<file path="src/rtl/mem_arb_pkg.sv">
// Shared types for the instruction/data memory arbiter.
// Defines the response-tracking states, the grant owner and the conflict counter width.
package mem_arb_pkg;

  typedef enum logic [1:0] {
    IDLE,
    I_PEND,
    D_PEND
  } state_e;

  typedef enum logic {
    INSTR = 1'b0,
    DATA  = 1'b1
  } owner_e;

  localparam int unsigned CNT_W = 16;

endpackage

</file>
<file path="src/rtl/arb_rr2.sv">
// Two-requester round-robin arbiter (instruction vs data) with a last-grant register.
// Grants are combinational; on a conflict the requester not granted last wins.
module arb_rr2
  import mem_arb_pkg::*;
(
  input  logic clk,
  input  logic rst_n,
  input  logic i_req_i,
  input  logic d_req_i,
  output logic i_gnt_o,
  output logic d_gnt_o
);

  owner_e last_gnt_q, last_gnt_d;

  always_comb begin
    i_gnt_o    = 1'b0;
    d_gnt_o    = 1'b0;
    last_gnt_d = last_gnt_q;
    if (rst_n) begin
      if (i_req_i && d_req_i) begin
        if (last_gnt_q == INSTR) d_gnt_o = 1'b1;
        else                     i_gnt_o = 1'b1;
      end else begin
        i_gnt_o = i_req_i;
        d_gnt_o = d_req_i;
      end
      // Priority only moves on cycles that actually grant something.
      if (i_gnt_o)      last_gnt_d = INSTR;
      else if (d_gnt_o) last_gnt_d = DATA;
    end
  end

  always_ff @(posedge clk) begin
    if (!rst_n) last_gnt_q <= INSTR;
    else        last_gnt_q <= last_gnt_d;
  end

endmodule

</file>
<file path="src/rtl/mem_arbiter.sv">
// Shares one synchronous-read memory port between instruction fetch and data access.
// Read returns are tracked by a one-deep pending FSM; rdata is qualified by the matching rvalid.
module mem_arbiter
  import mem_arb_pkg::*;
#(
  parameter int unsigned ADDR_W   = 16,
  parameter int unsigned I_ADDR_W = 14
) (
  input  logic                clk,
  input  logic                rst_n,
  input  logic                i_req,
  input  logic [I_ADDR_W-1:0] i_addr,
  output logic                i_gnt,
  output logic                i_rvalid,
  output logic [31:0]         i_rdata,
  input  logic                d_req,
  input  logic                d_we,
  input  logic [3:0]          d_wstrb,
  input  logic [ADDR_W-1:0]   d_addr,
  input  logic [31:0]         d_wdata,
  output logic                d_gnt,
  output logic                d_rvalid,
  output logic [31:0]         d_rdata,
  output logic                mem_en,
  output logic [3:0]          mem_we,
  output logic [ADDR_W-1:0]   mem_addr,
  output logic [31:0]         mem_wdata,
  input  logic [31:0]         mem_rdata,
  output logic                i_stall,
  output logic                d_stall,
  output logic [CNT_W-1:0]    conflict_cnt
);

  state_e            state_q, state_d;
  logic [CNT_W-1:0]  cnt_q, cnt_d;

  arb_rr2 u_arb (
    .clk     (clk),
    .rst_n   (rst_n),
    .i_req_i (i_req),
    .d_req_i (d_req),
    .i_gnt_o (i_gnt),
    .d_gnt_o (d_gnt)
  );

  always_comb begin
    mem_en   = 1'b0;
    mem_we   = '0;
    mem_addr = '0;
    if (i_gnt) begin
      mem_en   = 1'b1;
      mem_addr = ADDR_W'(i_addr);
    end else if (d_gnt) begin
      mem_en   = 1'b1;
      mem_addr = d_addr;
      if (d_we) mem_we = d_wstrb;
    end
  end

  assign mem_wdata = d_wdata;
  assign i_rdata   = mem_rdata;
  assign d_rdata   = mem_rdata;
  assign i_stall   = rst_n & i_req & ~i_gnt;
  assign d_stall   = rst_n & d_req & ~d_gnt;

  always_ff @(posedge clk) begin
    if (!rst_n) state_q <= IDLE;
    else        state_q <= state_d;
  end

  // Next state depends only on this cycle's grant, so back-to-back reads pipeline.
  always_comb begin
    state_d  = IDLE;
    i_rvalid = 1'b0;
    d_rvalid = 1'b0;
    if (i_gnt)                state_d = I_PEND;
    else if (d_gnt && !d_we)  state_d = D_PEND;
    case (state_q)
      I_PEND:  i_rvalid = rst_n;
      D_PEND:  d_rvalid = rst_n;
      default: ;
    endcase
  end

  always_comb begin
    cnt_d = cnt_q;
    if (i_req && d_req && (cnt_q != '1)) cnt_d = cnt_q + 1'b1;
  end

  always_ff @(posedge clk) begin
    if (!rst_n) cnt_q <= '0;
    else        cnt_q <= cnt_d;
  end

  assign conflict_cnt = cnt_q;

endmodule

</file>
<file path="config.mk">
export PLATFORM = sky130hd
export DESIGN_NAME = mem_arbiter
export DESIGN_NICKNAME = d
export VERILOG_FILES = /design/src/rtl/mem_arb_pkg.sv /design/src/rtl/arb_rr2.sv /design/src/rtl/mem_arbiter.sv
export SDC_FILE = /design/constraint.sdc
export NUM_CORES = 1
export LEC_CHECK = 0
export CORE_MARGIN = 10
export CORE_UTILIZATION = 26
export DETAILED_ROUTE_END_ITERATION = 8
export GPL_TIMING_DRIVEN = 0
export PLACE_DENSITY = 0.93
export SYNTH_ARGS = -nofsm -noshare
export SYNTH_HDL_FRONTEND = slang
export SYNTH_SLANG_ARGS = --single-unit
</file>
<file path="constraint.sdc">
create_clock -name clk -period 1.84 [get_ports clk]
set_input_delay 0.184 -clock clk [delete_from_list [all_inputs] [get_ports clk]]
set_output_delay 0.184 -clock clk [all_outputs]
set_load 0.005 [all_outputs]
</file>
* Yosys cells after proc, flatten, opt, wreduce, memory -nomap -nowiden
Cells that the tools add are included.
** Word-level totals
- Register bits after elaboration :: 19
- Output and inout port bits :: 139
** Operators by class
- Eq/ne operators :: 3
- Bitwise operators :: 7
- Add/subtract/negate cells :: 1
- Mux-type cells :: 19
- Reduce and logical (&&, ||, !) cells :: 6
** Operators with widths (count)
- 2-to-1 mux 16 bit :: 2
- adder 16 x 1 -> 16 bit (second input constant) :: 1
- != test 16 bit (second input constant) :: 1
- 2-to-1 mux 1 bit :: 13
- 2-to-1 mux 4 bit :: 3
- AND 1 bit :: 4
- OR reduction 2 bit :: 2
- logical AND 1 bit :: 3
- inverter 1 bit :: 3
- equality test 2 x 1 -> 1 bit (second input constant) :: 1
- equality test 2 bit (second input constant) :: 1
- 2-to-1 mux 2 bit :: 1
- logical NOT 1 bit :: 1

* Logic depth before layout (Yosys ltp)
- Word-level depth :: 7
- Depth in mapped cells :: 6
- Mapped depth without buffers :: 5

* Hierarchy
A second synthesis with hierarchy kept.
** Second synthesis, totals
- Cell total of the unflattened synthesis :: 240
- Area total of the unflattened synthesis :: 1861.8 um^2
** Modules (own cells, without submodules)
- mem_arbiter :: area each 1809.2 um^2, instances 1, cells each 233, sequential area each 360.3 um^2
- arb_rr2 :: area each 52.6 um^2, instances 1, cells each 7, sequential area each 20.0 um^2

* Least setup slack after synthesis
No wires, ideal clock.
- Path type :: reg2reg
- Start point :: reg cnt_q[0], in the netlist conflict_cnt[0]
- End point :: reg cnt_q[10], in the netlist conflict_cnt[10]
- Data required time :: 1.770 ns
- Path slack :: 0.123 ns
- Arrival time :: 1.647 ns
- Stages on the path, launching flop included :: 7
- Clock period less this slack :: 1.717 ns
- Library setup time :: 0.070 ns
- Cell sequence :: dfxtp_1 -> ha_1 -> nand3_2 -> or2_0 -> buf_2 -> or4_1 -> a21oi_1
** Between the ends
- Longest elaborated chain between the ends :: 2
** Ends and longest elaborated chain
- start, declared :: RTL line mem_arbiter.sv:35 : logic [CNT_W-1:0] cnt_q, cnt_d;
- start signal, assigned :: RTL line mem_arbiter.sv:92 : else cnt_q <= cnt_d;
- branches (longest 2 deep; another with adder 16 x 1 -> 16 bit)
Parallel ways; which one is timed is not known.
A chain may end at the register's enable or synchronous reset.

* Worst setup path after layout
- Start point :: reg u_arb.last_gnt_q
- End point :: out mem_addr[0]
** Between the ends
- Longest elaborated chain between the ends :: 6
** Ends and longest elaborated chain
- start, declared :: RTL line arb_rr2.sv:14 : owner_e last_gnt_q, last_gnt_d;
- start signal, assigned :: RTL line arb_rr2.sv:36 : else last_gnt_q <= last_gnt_d;
- 2-to-1 mux 1 bit :: RTL line arb_rr2.sv:22 : if (last_gnt_q == INSTR) d_gnt_o = 1'b1;
- 2-to-1 mux 1 bit :: RTL line arb_rr2.sv:21 : if (i_req_i && d_req_i) begin
- 2-to-1 mux 1 bit (2 in series) :: RTL line arb_rr2.sv:20 : if (rst_n) begin
- 2-to-1 mux 16 bit :: RTL line mem_arbiter.sv:53 : end else if (d_gnt) begin
- 2-to-1 mux 16 bit * :: RTL line mem_arbiter.sv:50 : if (i_gnt) begin
- end, declared :: RTL line mem_arbiter.sv:26 : output logic [ADDR_W-1:0] mem_addr,
Mark *: on every way between the ends. The rest lies on a longest branch, timed or not. The select of a mux whose other input is x is not followed.

==> results.md <==
Run status:
- The run finished with clean final reports.

Timing:
- Setup repair after global routing could not meet its margin everywhere.
- The fmax is 554 MHz.
- The final setup violation count is 0.
- Clock skew on the completed layout was measured at about 1.1 ps.
- The final period demand of the worst path is 1810 ps.
- The final max-slew violation count is 0.
- The worst path meets setup with approximately 35 ps of slack.
- The worst slew margin relative to its limit is 0.729.
- The actual slew at the worst max-slew pin is 402 ps.
- The total count of hold-check failures in the final report is 0.
- Of the available clock period, the critical path in the final layout requires 0.981.

Clock network:
- In this run, CTS created clock tree buffers numbering 3.
- The clock passes through at most 2 buffers.
- Clock tree synthesis found a total of 19 sinks.
- The clock reaches the later pin of the worst-skew pair after around 260 ps.
- Hold repair after CTS inserted 0 buffers.
- Clock-pin slew was measured on the worst setup and hold paths at 70 ps.
- Clock tree synthesis selected as its root buffer the cell sky130_fd_sc_hd__clkbuf_8.
- In this run the number of H-tree levels came out at 1.
- TritonCTS built the clock tree.

Detailed routing:
- After detailed routing, the average wire length per cell comes to roughly 17 um.
- The DRC violation count after routing is 0.
- Using the TritonRoute via totals, the vias-per-cell ratio works out to 4.47.
- The count of nets left with antenna violations once routing finished came out at 0.
- The total number of vias is 2322.
- The total routed wirelength is 9.05 mm.
- For this block, the initial DRC count from the detailed router was between 80 and 90.
- The first-pass iteration count of the detailed router is 4.

Synth:
- Synthesis inferred 19 register bits.
- The number of library cell types mapped by synthesis is 41.
- The mapped cell area is 1880 sq um.
- Synthesis produced 234 cells.
- For this run, the leading register cell type out of synthesis is sky130_fd_sc_hd__dfxtp_1.
- The number of nets in the synthesized netlist is 338.
- The Yosys step of the flow raised 0 warnings.
- Of the synthesized area, sequential elements account for 0.202.
- The synthesized design contains 0 enable-type register cells.
- Counting flops with an async set or reset pin after synthesis yields a share of 0.
- The mean instance size in the synthesized netlist is 8.04 sq um.

Power:
- Power spread over the standard cell area amounts to between 300 and 400 nW/um^2.
- IR analysis of the VDD net gives a maximum drop of 212 uV.
- The static leakage power is 1.79 nW.

Floorplanning:
- The core region is around 6900 sq um.
- 242 I/O pins were placed.
- The die is approximately 110 um wide.
- In this run the core area contains 30 standard-cell rows.
- The vertical die dimension is 105 um.
- The initial utilization of the core area, before any placement, comes to 0.272.
- The die outline area is 11000 sq um.

Setup path:
- The endpoint type of the worst setup path is an output port.
- The worst endpoint required time is 1660 ps.
- The setup check on the worst reg-to-reg path leaves a slack of 90 ps.
- Along the worst path, the maximum fanout reaches 9.
- The worst setup path is launched from a flip-flop.
- Data on the critical path arrives at its endpoint at 1620 ps.
- The kind of critical path is flip-flop to output port.

Job:
- The max capacitance violation total is 0.

Finish:
- The repair_antennas step left the layout with diodes totalling 0.
- The fraction of final layout cells sized beyond drive strength 1 is 0.350.
- The layout net count is 528.
- The count of cells in the finished layout, fillers not included, comes to 519.
- Compared with the post-synthesis result, the final layout area differs by 110%.
- The utilization of the core after routing is 0.571.

Placed design:
- The HPWL after detailed placement is 8.07 mm.
- The number of cells after detailed placement is 506.
- The last weighted congestion value of the routability-driven placer is 0.889.
- Prior to clock tree synthesis, the placed netlist has a worst setup slack of -812 ps.
- During placement, the flow inserted port buffers numbering 176.

GRT:
- The initial antenna violation count is 0.
- For this run, the total global-route usage over all layers was measured as 0.150.
- Entering global routing, the biggest net connects 11 pins.
- Summed over all layers, the global routing overflow is 0.
- The number of global-route vias before repair came to 2575.
- The first global-routing pass estimated 13.6 mm of wire.

Hold path:
- The worst min-delay path category is primary input to flip-flop.
==> stage by stage <==
stage                     cell area, sq um  setup TNS, ps  hold WS [ps]  total power, mW
after CTS                             3870           -491           213             1.37
after floorplan                       1880              0           256            0.671
after global routing                  3950          -47.9           216             1.43
after detailed placement              3760         -18070           468             1.07
final                                 3950              0           213             1.37
after global placement                3760         -16750           457             1.06
==> synthesized netlist by cell type (3+ instances only) <==
library cell	number	area, sq um
sky130_fd_sc_hd__and3_1	8	50.1
sky130_fd_sc_hd__nand2b_1	3	18.8
sky130_fd_sc_hd__nor3_1	3	15.0
sky130_fd_sc_hd__or4_1	4	30.0
sky130_fd_sc_hd__mux2i_1	3	30.0
sky130_fd_sc_hd__clkbuf_1	6	22.5
sky130_fd_sc_hd__nand4_1	5	31.3
sky130_fd_sc_hd__nor2_1	5	18.8
sky130_fd_sc_hd__inv_1	4	15.0
sky130_fd_sc_hd__buf_4	96	721
sky130_fd_sc_hd__nand3_1	6	30.0
sky130_fd_sc_hd__a21oi_1	7	35.0
sky130_fd_sc_hd__nor4_1	5	31.3
sky130_fd_sc_hd__a22o_1	14	123
sky130_fd_sc_hd__o31ai_1	4	30.0
sky130_fd_sc_hd__nand2_1	9	33.8
sky130_fd_sc_hd__dfxtp_1	19	380
==> cells by family after synthesis <==
family	synth area share
AO/OA/AOI/OAI	0.164
flip-flops	0.202
multiplexers	0.0160
adder cells (fa/ha/maj)	0.00665
AND/OR/NAND/NOR	0.192
buffers and inverters	0.420
==> cells in the final DEF (no fill, tap or decap), types with 4 or more instances in the layout <==
cell type	count
sky130_fd_sc_hd__clkbuf_8	4
sky130_fd_sc_hd__nand3_1	6
sky130_fd_sc_hd__nand4_1	5
sky130_fd_sc_hd__clkdlybuf4s50_1	153
sky130_fd_sc_hd__buf_2	5
sky130_fd_sc_hd__nand2_1	8
sky130_fd_sc_hd__and3_1	7
sky130_fd_sc_hd__dfxtp_1	16
sky130_fd_sc_hd__nor2_1	5
sky130_fd_sc_hd__or4_1	4
sky130_fd_sc_hd__clkbuf_2	10
sky130_fd_sc_hd__a22o_1	14
sky130_fd_sc_hd__a21oi_1	5
sky130_fd_sc_hd__dlymetal6s2s_1	6
sky130_fd_sc_hd__buf_4	105
sky130_fd_sc_hd__o31ai_1	4
==> per-layer routing <==
layer / vias to the layer above / track usage / wire length, um / part of all wire
li1: 1108 / - / - / -
met1: 1066 / 0.120 / 2760 / 0.31
met2: 138 / 0.299 / 4930 / 0.54
met3: 10 / 0.0823 / 1220 / 0.13
met4: 0 / 0.0451 / 136 / 0.015
met5: - / 0 / 0 / 0
==> critical path, cell delays in order, from the launching register on <==
cell,delay (ps)
sky130_fd_sc_hd__dfxtp_4,370
sky130_fd_sc_hd__a21oi_4,210
sky130_fd_sc_hd__buf_4,150
sky130_fd_sc_hd__buf_8,80
sky130_fd_sc_hd__buf_4,150
sky130_fd_sc_hd__a22o_1,160
sky130_fd_sc_hd__dlygate4sd2_1,250
==> registers in the layout, summed over array words and instances, names as in the netlist <==
register,count
u_arb.last_gnt_q,1
conflict_cnt,16
state_q,2
==> cell type report <==
type	count	area [sq um]
Fill cell	622	2960
Timing Repair Buffer	186	1810
Buffer	105	807
Multi-Input combinational cell	105	758
Sequential cell	19	392
Tap cell	96	120
Clock buffer	4	45.0
Inverter	4	15.0
==> what timing repair did <==
action,CTS,global route
endpoints found under the setup margin,29,24
gates cloned,0,0
hold endpoints to repair,0,0
resized for setup,42,43
buffers inserted,2,8
pin swaps,1,2
==> path summary, 6_finish.rpt <==
check,start,endpoint,depth (start not counted)
setup reg to reg,conflict_cnt[0],conflict_cnt[14],6
setup / recovery,u_arb.last_gnt_q,mem_addr[0],6
hold reg to reg,conflict_cnt[0],conflict_cnt[0],2
hold / removal,i_req,state_q[0],2
==> power breakdown <==
part           internal, mW  switching, mW  leakage [nW]
registers             0.416        0.00788         0.156
clock network         0.154          0.147        0.0228
logic                 0.464          0.176          1.61
(Power assumes the default switching activity.)
